--- src/rtl/sam_config_loader.sv ---
// Serial configuration loader for the SAM engine: deserialises n, d and capsN
// from a bit stream and commits them atomically to the datapath outputs.
module sam_config_loader #(
    parameter int MAX_LOG = 4,
    parameter int KW      = 2 ** MAX_LOG
) (
    input  logic            clk,
    input  logic            reset,
    input  logic            mode,
    input  logic            str,
    output logic [3:0]      cfg_n,
    output logic [KW-1:0]   cfg_d,
    output logic [KW-1:0]   cfg_capsn,
    output logic            cfg_valid,
    output logic            cfg_done,
    output logic            cfg_err,
    output logic            busy
);

    localparam int         CW    = MAX_LOG + 1;
    localparam logic [3:0] MAX_N = 4'(MAX_LOG);

    typedef enum logic [2:0] {
        IDLE, SYNC, LOAD_N, LOAD_D, LOAD_C, HOLD
    } state_t;

    state_t          state_q, state_d;
    logic [CW-1:0]   cnt_q, cnt_d;
    logic [3:0]      n_sh_q, n_sh_d;
    logic [KW-1:0]   d_sh_q, d_sh_d;
    logic [KW-1:0]   c_sh_q, c_sh_d;
    logic [3:0]      cfg_n_q, cfg_n_d;
    logic [KW-1:0]   cfg_d_q, cfg_d_d;
    logic [KW-1:0]   cfg_c_q, cfg_c_d;
    logic            valid_q, valid_d;
    logic            done_q, done_d;
    logic            err_q, err_d;
    // Set once mode has been seen low, so a load held through reset cannot restart
    logic            armed_q, armed_d;

    logic [3:0]      n_next;
    logic [KW-1:0]   d_next;
    logic [KW-1:0]   c_next;
    logic            last_bit;

    assign n_next   = (n_sh_q << 1) | {3'b000, str};
    assign d_next   = (d_sh_q << 1) | KW'(str);
    assign c_next   = (c_sh_q << 1) | KW'(str);
    assign last_bit = (cnt_q == CW'(1));

    always_comb begin
        state_d = state_q;
        cnt_d   = cnt_q;
        n_sh_d  = n_sh_q;
        d_sh_d  = d_sh_q;
        c_sh_d  = c_sh_q;
        cfg_n_d = cfg_n_q;
        cfg_d_d = cfg_d_q;
        cfg_c_d = cfg_c_q;
        valid_d = valid_q;
        done_d  = 1'b0;
        err_d   = 1'b0;
        armed_d = armed_q | ~mode;

        unique case (state_q)
            IDLE: begin
                if (mode && armed_q) state_d = SYNC;
            end
            SYNC: begin
                if (!mode) begin
                    err_d   = 1'b1;
                    state_d = IDLE;
                end else begin
                    n_sh_d  = {3'b000, str};
                    cnt_d   = CW'(3);
                    state_d = LOAD_N;
                end
            end
            LOAD_N: begin
                if (!mode) begin
                    err_d   = 1'b1;
                    state_d = IDLE;
                end else begin
                    n_sh_d = n_next;
                    if (!last_bit) begin
                        cnt_d = cnt_q - CW'(1);
                    end else if (n_next > MAX_N) begin
                        err_d   = 1'b1;
                        state_d = HOLD;
                    end else begin
                        cnt_d   = CW'(1) << n_next;
                        d_sh_d  = '0;
                        state_d = LOAD_D;
                    end
                end
            end
            LOAD_D: begin
                if (!mode) begin
                    err_d   = 1'b1;
                    state_d = IDLE;
                end else begin
                    d_sh_d = d_next;
                    if (!last_bit) begin
                        cnt_d = cnt_q - CW'(1);
                    end else begin
                        cnt_d   = CW'(1) << n_sh_q;
                        c_sh_d  = '0;
                        state_d = LOAD_C;
                    end
                end
            end
            LOAD_C: begin
                if (!mode) begin
                    err_d   = 1'b1;
                    state_d = IDLE;
                end else begin
                    c_sh_d = c_next;
                    if (!last_bit) begin
                        cnt_d = cnt_q - CW'(1);
                    end else begin
                        cfg_n_d = n_sh_q;
                        cfg_d_d = d_sh_q;
                        cfg_c_d = c_next;
                        valid_d = 1'b1;
                        done_d  = 1'b1;
                        state_d = HOLD;
                    end
                end
            end
            HOLD: begin
                if (!mode) state_d = IDLE;
            end
            default: state_d = IDLE;
        endcase
    end

    always_ff @(posedge clk) begin
        if (reset) begin
            state_q <= IDLE;
            cnt_q   <= '0;
            n_sh_q  <= '0;
            d_sh_q  <= '0;
            c_sh_q  <= '0;
            cfg_n_q <= '0;
            cfg_d_q <= '0;
            cfg_c_q <= '0;
            valid_q <= 1'b0;
            done_q  <= 1'b0;
            err_q   <= 1'b0;
            armed_q <= ~mode;
        end else begin
            state_q <= state_d;
            cnt_q   <= cnt_d;
            n_sh_q  <= n_sh_d;
            d_sh_q  <= d_sh_d;
            c_sh_q  <= c_sh_d;
            cfg_n_q <= cfg_n_d;
            cfg_d_q <= cfg_d_d;
            cfg_c_q <= cfg_c_d;
            valid_q <= valid_d;
            done_q  <= done_d;
            err_q   <= err_d;
            armed_q <= armed_d;
        end
    end

    assign cfg_n     = cfg_n_q;
    assign cfg_d     = cfg_d_q;
    assign cfg_capsn = cfg_c_q;
    assign cfg_valid = valid_q;
    assign cfg_done  = done_q;
    assign cfg_err   = err_q;
    assign busy      = (state_q == SYNC) || (state_q == LOAD_N) ||
                       (state_q == LOAD_D) || (state_q == LOAD_C);

endmodule

--- config.mk ---
export PLATFORM = sky130hd
export DESIGN_NAME = sam_config_loader
export DESIGN_NICKNAME = d
export VERILOG_FILES = /design/src/rtl/sam_config_loader.sv
export SDC_FILE = /design/constraint.sdc
export NUM_CORES = 1
export LEC_CHECK = 0
export ABC_AREA = 1
export BUFFER_PORTS_ARGS = -buffer_cell sky130_fd_sc_hd__buf_4
export CAP_MARGIN = 20
export CORE_ASPECT_RATIO = 1.1
export CORE_UTILIZATION = 40
export CTS_CLUSTER_SIZE = 24
export DETAILED_ROUTE_END_ITERATION = 16
export PLACE_DENSITY = 0.56
export SETUP_SLACK_MARGIN = 0.3
export SLEW_MARGIN = 15
export SYNTH_ARGS = -nofsm -noshare
export SYNTH_HDL_FRONTEND = slang
export SYNTH_SLANG_ARGS = --single-unit
--- constraint.sdc ---
create_clock -name clk -period 1.6 [get_ports clk]
set_input_delay 0.32 -clock clk [delete_from_list [all_inputs] [get_ports clk]]
set_output_delay 0.32 -clock clk [all_outputs]
set_load 0.02 [all_outputs]
==> results of run 1 <==
## registers in the layout, indices dropped and copies added (netlist names)
register,cells
cfg_capsn,16
cfg_d,16
d_sh_q,16
c_sh_q,15
cnt_q,5
cfg_n,4
n_sh_q,4
state_q,3
armed_q,1
cfg_done,1
cfg_err,1
cfg_valid,1
## synth_stat cells (all sizes together)
| cell type | count | area [sq um] |
|---|---|---|
| o21ai | 44 | 220 |
| o21a | 1 | 7.51 |
| a21oi | 18 | 113 |
| inv | 20 | 80.1 |
| nand3 | 15 | 110 |
| buf | 14 | 125 |
| ha | 2 | 25.0 |
| xor2 | 1 | 8.76 |
| or2 | 2 | 12.5 |
| nand4 | 1 | 6.26 |
| clkinv | 1 | 3.75 |
| xnor2 | 2 | 17.5 |
| nand2 | 111 | 437 |
| clkbuf | 10 | 42.5 |
| nor3 | 3 | 15.0 |
| nor2 | 139 | 561 |
| dfxtp | 83 | 1660 |
| a22oi | 15 | 113 |
## power groups by stage
stage / clock, uW / combinational [uW] / sequential (uW)
floorplan: 0 / 1180 / 2440
global placement: 0 / 1620 / 2400
detailed placement: 0 / 1620 / 2410
CTS: 1700 / 2270 / 2390
global route: 1780 / 2710 / 2440
finish: 1650 / 2520 / 2420
## metal layers
metal	share of wire (%)	up-vias
li1	-	1732
met1	43	1610
met2	51	80
met3	4.1	16
met4	2.0	0
met5	0	-
## area by class of cell
type                    count  area share, %
repair buffers            110           22.5
well taps                 111           2.47
flip-flops and latches     83           29.9
clock inverters             6           1.60
clock buffers               9           2.20
inverters                  21           1.94
multi-input cells         354           39.4
## layout by cell type (no fill, tap or decap), types with 2 or more instances in the layout
cell	instances
nor2_4	13
nand3_2	6
buf_8	2
a22oi_2	15
nor3_2	2
nor2_2	24
nand2_1	76
a21oi_4	2
buf_4	66
nand2_2	25
nand3_1	4
inv_1	10
buf_6	20
o21ai_2	24
buf_12	12
o21ai_1	9
clkbuf_8	9
clkinv_4	2
nor2_1	101
a21oi_2	4
o21ai_4	4
dfxtp_1	78
xnor2_1	2
nand3_4	5
inv_2	6
bufinv_16	2
dfxtp_4	4
o21ai_0	7
nand2_4	9
inv_4	2
a21oi_1	12
buf_16	10
## kinds of logic (layout without fill, tap and decap cells)
family,Yosys count,in the layout,synth area share (%)
simple gates,271,271,32.1
xor+xnor,3,3,0.739
compound gates,78,78,12.7
fa+ha+maj,2,2,0.703
flops,83,83,46.7
buf+inv,45,146,7.07
## how the worst max path moves through the flow
| stage | startpoint | endpoint | slack (ns) | cells after the start |
|---|---|---|---|---|
| after detailed placement | cnt_q[1]$_SDFFE_PP0P_ | cnt_q[0]$_SDFFE_PP0P_ | 0.04 | 11 |
| after floorplan | cnt_q[1]$_SDFFE_PP0P_ | d_sh_q[11]$_SDFFE_PP0P_ | 0.14 | 12 |
| after global routing | cnt_q[1]$_SDFFE_PP0P_ | d_sh_q[3]$_SDFFE_PP0P_ | -0.15 | 14 |
| after CTS | state_q[2]$_SDFFE_PP0P_ | busy | -0.06 | 5 |
| after global placement | cnt_q[1]$_SDFFE_PP0P_ | cnt_q[0]$_SDFFE_PP0P_ | 0.05 | 11 |
| final | cnt_q[1]$_SDFFE_PP0P_ | cfg_capsn[4]$_SDFFE_PP0P_ | -0.07 | 14 |
## per-stage QoR
stage               std cells  util, %  setup slack (ns)
finish                    694     66.2           -0.0662
global route              694     66.2            -0.148
CTS                       690     63.3           -0.0644
detailed placement        633     48.8            0.0400
global placement          633     48.8            0.0513
floorplan                 482        -             0.143
## timing repair
item	in CTS	in global routing
endpoints found under the setup margin	82	83
pin swaps	54	33
gates resized for setup	162	54
hold endpoints to repair	0	0
cloned	10	0
setup buffers	32	4
==> impl_summary.log, run 1 <==
INFO  metric grt_use_met1 = 27.3%
INFO  metric antenna_cells = 0
INFO  metric postPlaceCellArea = 0.00414 sq mm
INFO  metric holdCritStartpoint = mode
INFO  metric critical_path_arrival = between 1.5 and 2 ns
INFO  metric critical_path.startpoint_type = register
INFO  metric post_synth_instance_area = ~0.0036 sq mm
INFO  metric wire_length_of_the_first_global_routing_pass = 16000 microns
INFO  metric top_level_ports = 44
INFO  metric syn_to_final_growth = 57.9%
INFO  metric synth.yosys.seq_area_share = 46.7%
INFO  metric postSynthNetCount = 488
INFO  metric die_height = 101 microns
INFO  metric placement.io_buffers = 43
INFO  metric drt_iter0_drc = approximately 150
INFO  metric failed_checks = setup timing
INFO  metric routed_vias_inst = 4.95
INFO  metric clock_tree_from_tritoncts = done
INFO  metric setup_total_neg_slack = -1.83 ns
INFO  metric crit_required = 1.85 ns
INFO  metric grt.met3_usage = under 10%
INFO  metric combinationalPowerShare = 38.3%
INFO  metric clkPwrFrac = between 20% and 30%
INFO  metric initial_core_util = roughly two fifths
INFO  metric yosys_register_bits = 83
INFO  metric path_cells = inv_2 > ha_4 > inv_2 > nor2_4 > nand2_4 > buf_6 > inv_8 > nand2_8 > inv_12 > buf_6 > buf_12 > buf_16 > nor2_4 > nor2_1
INFO  metric timing.critical_path.fanout_max = 6
INFO  metric critical_path_class = register to register
INFO  metric count_of_final_setup_violators = 59
INFO  metric cts_htree_levels = 3
INFO  metric clock-root-buffer = clkbuf_8
INFO  metric max_transition_margin = 78.8%
INFO  metric die_area = 0.00928 sq mm
INFO  metric cell_internal_pwr = 4270 uW
INFO  metric run_status = finished, violations left
INFO  metric remaining_drc_errors = 0
INFO  metric r2r_path_start = cnt_q[1]$_SDFFE_PP0P_
INFO  metric hold_end = armed_q$_DFF_P_
INFO  metric cpPeakStageDelay = about 0.35 ns
INFO  metric cts.reportedPaths.clkPinSlew = 0.08 ns
INFO  metric powerDensity = about 1200 mW/mm^2
INFO  metric worstRegToRegCells = 14
INFO  metric track_usage = 22.3%
INFO  metric hold_path_class = input port to register
INFO  metric report.final.hold_viol_count = 0
INFO  metric fin_crit_sh = 104%
INFO  metric power.leakage = around 0.0023 uW
INFO  metric total_global_routing_overflow = 0
INFO  metric drive_above_1_share = 47.9%
INFO  metric final.setup.worst_slack = -0.0662 ns
INFO  metric detail-route-antenna-nets = 0
INFO  metric grt_use_met2 = 38.7%
INFO  metric pin_count_of_the_biggest_net_entering_global_routing = 43
INFO  metric clock_latency = 0.35 ns
INFO  metric critical_path.endpoint_type = register
INFO  metric fin_skew = ~0.0085 ns
INFO  metric ctsLongestPathBuffers = 2
INFO  metric ys.warnings.count = 0
INFO  metric post_cts_hold_buffer_count = 0
INFO  metric regToRegSetupSlack = -0.07 ns
INFO  metric unrepaired_setup_endpoints_after_global_routing = yes
INFO  metric mapped_cells = 482
INFO  metric design_power_total = approximately 6600 uW
INFO  metric worstHoldPathCells = 2
INFO  metric max-cap-violations = 0
INFO  metric n_fill_cell = 702
INFO  metric switching_power = 2320 uW
INFO  metric cpLargestDelayFamily = buffers and inverters
INFO  metric first_global_vias = 3244
INFO  metric detailroute.via_count = 3438
INFO  metric worstReg2RegEnd = cfg_capsn[4]$_SDFFE_PP0P_
INFO  metric routed_wl = 9890 microns
INFO  metric post_dr_wirelength_cell = approximately 14 microns
INFO  metric cts.sink_count = 83
INFO  metric fmax = 0.600 GHz
INFO  metric cts-buffers-inserted = 9
INFO  metric holdWs = 0.241 ns
INFO  metric cp_num_buf_inv = 8
INFO  metric worstMarginPinSlew = 0.319 ns
INFO  metric ir_worst_vdd = 0.00105 V
INFO  metric switching_share = 35.2%
INFO  metric first_pass_iters = 4
INFO  metric layout_min_cycle_time = 1.67 ns
INFO  metric grt_antenna_before_repair = 0
INFO  metric final_nets = 585
INFO  metric post_dp_hpwl = 5300 microns
INFO  metric final_instance_area = around 0.0056 sq mm
INFO  metric post_synth_num_cell_types = 32
INFO  metric area.sequential = around 0.0017 sq mm
INFO  metric syn_avg_cell_area = between 7 and 8 sq um
INFO  metric multiInputGateArea = 0.00221 sq mm
INFO  metric slew_violations = 0
INFO  metric core_region_area = 0.00850 sq mm
INFO  metric place_congestion = 0.970
INFO  metric seq_power_share = 36.8%
INFO  metric grt-busiest-layer = met2
INFO  metric cpMaxStageDelayCell = dfxtp_2
INFO  metric die-width = 91.9 microns
INFO  metric floorplan.rows = 35
Power figures use the tool's default switching activity.
==> inputs of run 2 (changes only) <==
--- a/config.mk
+++ b/config.mk
@@ -12,7 +12,6 @@
 export CORE_UTILIZATION = 40
 export CTS_CLUSTER_SIZE = 24
 export DETAILED_ROUTE_END_ITERATION = 16
-export PLACE_DENSITY = 0.56
 export SETUP_SLACK_MARGIN = 0.3
 export SLEW_MARGIN = 15
 export SYNTH_ARGS = -nofsm -noshare
==> constraint.sdc (replaced) <==
create_clock -name clk -period 1.95 [get_ports clk]
set_input_delay 0.0975 -clock clk [delete_from_list [all_inputs] [get_ports clk]]
set_output_delay 0.0975 -clock clk [all_outputs]
set_load 0.02 [all_outputs]
==> impl_summary.log, run 2 (synthesized netlist as in run 1, its figures left out) <==
INFO  metric cell_internal_pwr = 3140 uW
INFO  metric cpPeakStageDelay = around 0.33 ns
INFO  metric holdWs = 0.117 ns
INFO  metric worstRegToRegCells = 13
INFO  metric pin_count_of_the_biggest_net_entering_global_routing = 58
INFO  metric final_instance_area = 0.00445 sq mm
INFO  metric max_transition_margin = 80.8%
INFO  metric fmax = between 0.5 and 0.6 GHz
INFO  metric top_level_ports = 44
INFO  metric total_global_routing_overflow = 0
INFO  metric fin_skew = 0.00729 ns
INFO  metric path_cells = inv_2 > ha_4 > inv_2 > nor2_4 > nand2_4 > nand2_2 > nand3_2 > a21oi_4 > buf_12 > buf_12 > nand2_2 > nand2_1 > nor2_1
INFO  metric placement.io_buffers = 43
INFO  metric post-place-cells = 620
INFO  metric cts-buffers-inserted = 9
INFO  metric routed_wl = 8010 microns
INFO  metric r2r_path_start = cnt_q[1]$_SDFFE_PP0P_
INFO  metric switching_power = approximately 1600 uW
INFO  metric combinationalPowerShare = between 20% and 30%
INFO  metric unrepaired_setup_endpoints_after_global_routing = yes
INFO  metric timing.critical_path.fanout_max = 8
INFO  metric layout_common_cells = 133 x nor2_1, 93 x nand2_1, 78 x dfxtp_1
INFO  metric ir_worst_vdd = 0.000735 V
INFO  metric hold_path_class = input port to register
INFO  metric layout.cells.most_common = nor2_1
INFO  metric postPlaceCellArea = roughly 0.004 sq mm
INFO  metric finalCoreUtilization = approximately 52%
INFO  metric clock_latency = 0.35 ns
INFO  metric worstReg2RegEnd = d_sh_q[6]$_SDFFE_PP0P_
INFO  metric die-width = 91.9 microns
INFO  metric layout_min_cycle_time = 1.67 ns
INFO  metric critical_path.startpoint_type = register
INFO  metric cp_num_buf_inv = 4
INFO  metric floorplan.rows = 35
INFO  metric antenna_cells = 0
INFO  metric cpLargestDelayFamily = simple AND/OR/NAND/NOR gates
INFO  metric core_region_area = about 0.0085 sq mm
INFO  metric routed_vias_inst = 4.85
INFO  metric cpMaxStageDelayCell = dfxtp_2
INFO  metric path_depth = 13
INFO  metric crit_required = 2.20 ns
INFO  metric critical_path_class = register to register
INFO  metric power.leakage = about 0.0018 uW
INFO  metric cts.sink_count = 83
INFO  metric syn_to_final_growth = 24.9%
INFO  metric track_usage = 17.5%
INFO  metric fin_crit_sh = 85.9%
INFO  metric die_height = 101 microns
INFO  metric clock_tree_from_tritoncts = done
INFO  metric max-cap-violations = 0
INFO  metric slew_violations = 0
INFO  metric powerDensity = 1060 mW/mm^2
INFO  metric ctsLongestPathBuffers = 2
INFO  metric crit_path_end = d_sh_q[6]$_SDFFE_PP0P_
INFO  metric detailroute.via_count = ~3100
INFO  metric run_status = finished clean
INFO  metric critical_path.startpoint = cnt_q[1]$_SDFFE_PP0P_
INFO  metric remaining_drc_errors = 0
INFO  metric post_dp_hpwl = 4950 microns
INFO  metric grt_antenna_before_repair = 0
INFO  metric critical_path_arrival = 1.92 ns
INFO  metric wire_length_of_the_first_global_routing_pass = 12900 microns
INFO  metric critical_path.endpoint_type = register
INFO  metric cts.reportedPaths.clkPinSlew = 0.09 ns
INFO  metric drt_iter0_drc = around 110
INFO  metric report.final.hold_viol_count = 0
INFO  metric post_dr_wirelength_cell = 12.4 microns
INFO  metric initial_core_util = a little over two fifths
INFO  metric switching_share = 33.5%
INFO  metric die_area = roughly 0.0093 sq mm
INFO  metric worstMarginPinSlew = between 0.2 and 0.3 ns
INFO  metric clkPwrFrac = 29.3%
INFO  metric final_nets = 536
INFO  metric seq_power_share = 41.6%
INFO  metric clock-root-buffer = clkbuf_8
INFO  metric count_of_final_setup_violators = 0
INFO  metric first_pass_iters = 4
INFO  metric detail-route-antenna-nets = 0
INFO  metric setup_total_neg_slack = 0 ns
INFO  metric drive_above_1_share = approximately a quarter
INFO  metric layoutNonFillerInstCount = 646
INFO  metric regToRegSetupSlack = about 0.28 ns
INFO  metric cts_htree_levels = 3
INFO  metric first_global_vias = 2915
INFO  metric place_congestion = 0.831
[run 2: changes by cell type in the layout (fill, tap and decap cells not counted), sizes merged]
cell	previous run	this run
buf	110	57
clkbuf	9	13
bufbuf	0	1
clkinv	3	2
dlygate4sd3	0	1
[run 2: power by group through the flow]
stage | Combinational, uW | Sequential, uW | Clock (uW)
CTS | 1250 | 1950 | 1430
detailed placement | 1190 | 1990 | 0
global route | 1520 | 1980 | 1500
floorplan | 922 | 1990 | 0
finish | 1370 | 1960 | 1380
global placement | 1180 | 1980 | 0
[run 2: per-layer routing]
layer  vias up  share of wire (%)  GRT usage (%)
li1       1633                  -              -
met1      1439                 47           21.4
met3         8                2.7           3.85
met4         0                1.1           6.61
met5         -                  0              0
met2        54                 49           30.1
[run 2: what timing repair did]
item                                    in CTS  in global routing
endpoints found under the setup margin      30                 63
cloned                                       1                  3
hold buffers                                 1                  0
gates resized for setup                      9                 30
pin swaps                                    0                  4
setup buffers                                2                  3
endpoints found under the hold margin        1                  0
[run 2: how the worst min path moves through the flow]
stage | startpoint | end | slack, ns | depth (start not counted)
final | str | n_sh_q[0]$_SDFFE_PP0P_ | 0.12 | 3
after global placement | mode | armed_q$_DFF_P_ | 0.36 | 2
after detailed placement | mode | armed_q$_DFF_P_ | 0.35 | 2
after floorplan | mode | armed_q$_DFF_P_ | 0.17 | 1
after global routing | str | c_sh_q[0]$_SDFFE_PP0P_ | 0.14 | 3
after CTS | str | n_sh_q[0]$_SDFFE_PP0P_ | 0.1 | 3
[run 2: through the flow]
step | total power, uW | setup WS [ns]
after floorplan | 2910 | 0.477
after global placement | 3160 | 0.315
after detailed placement | 3180 | 0.276
after CTS | 4630 | 0.285
after global routing | 5010 | 0.209
final | 4720 | 0.276
[run 2: worst register-to-register path, delay by kind of cell, from the launching register on]
kind	cells	cell delay [ns]
AND/OR/NAND/NOR	7	0.58
flip-flops	1	0.33
adder cells (fa/ha/maj)	1	0.14
AO/OA/AOI/OAI	1	0.15
buffers and inverters	4	0.40
[run 2: final cells by class]
| cell class | count | area [sq um] |
|---|---|---|
| timing repair buffer | 61 | 582 |
| clock buffer | 11 | 141 |
| multi-input combinational | 354 | 1740 |
| tap | 111 | 139 |
| sequential | 83 | 1670 |
| fill | 847 | 4050 |
| inverter | 21 | 86.3 |
| clock inverter | 5 | 85.1 |
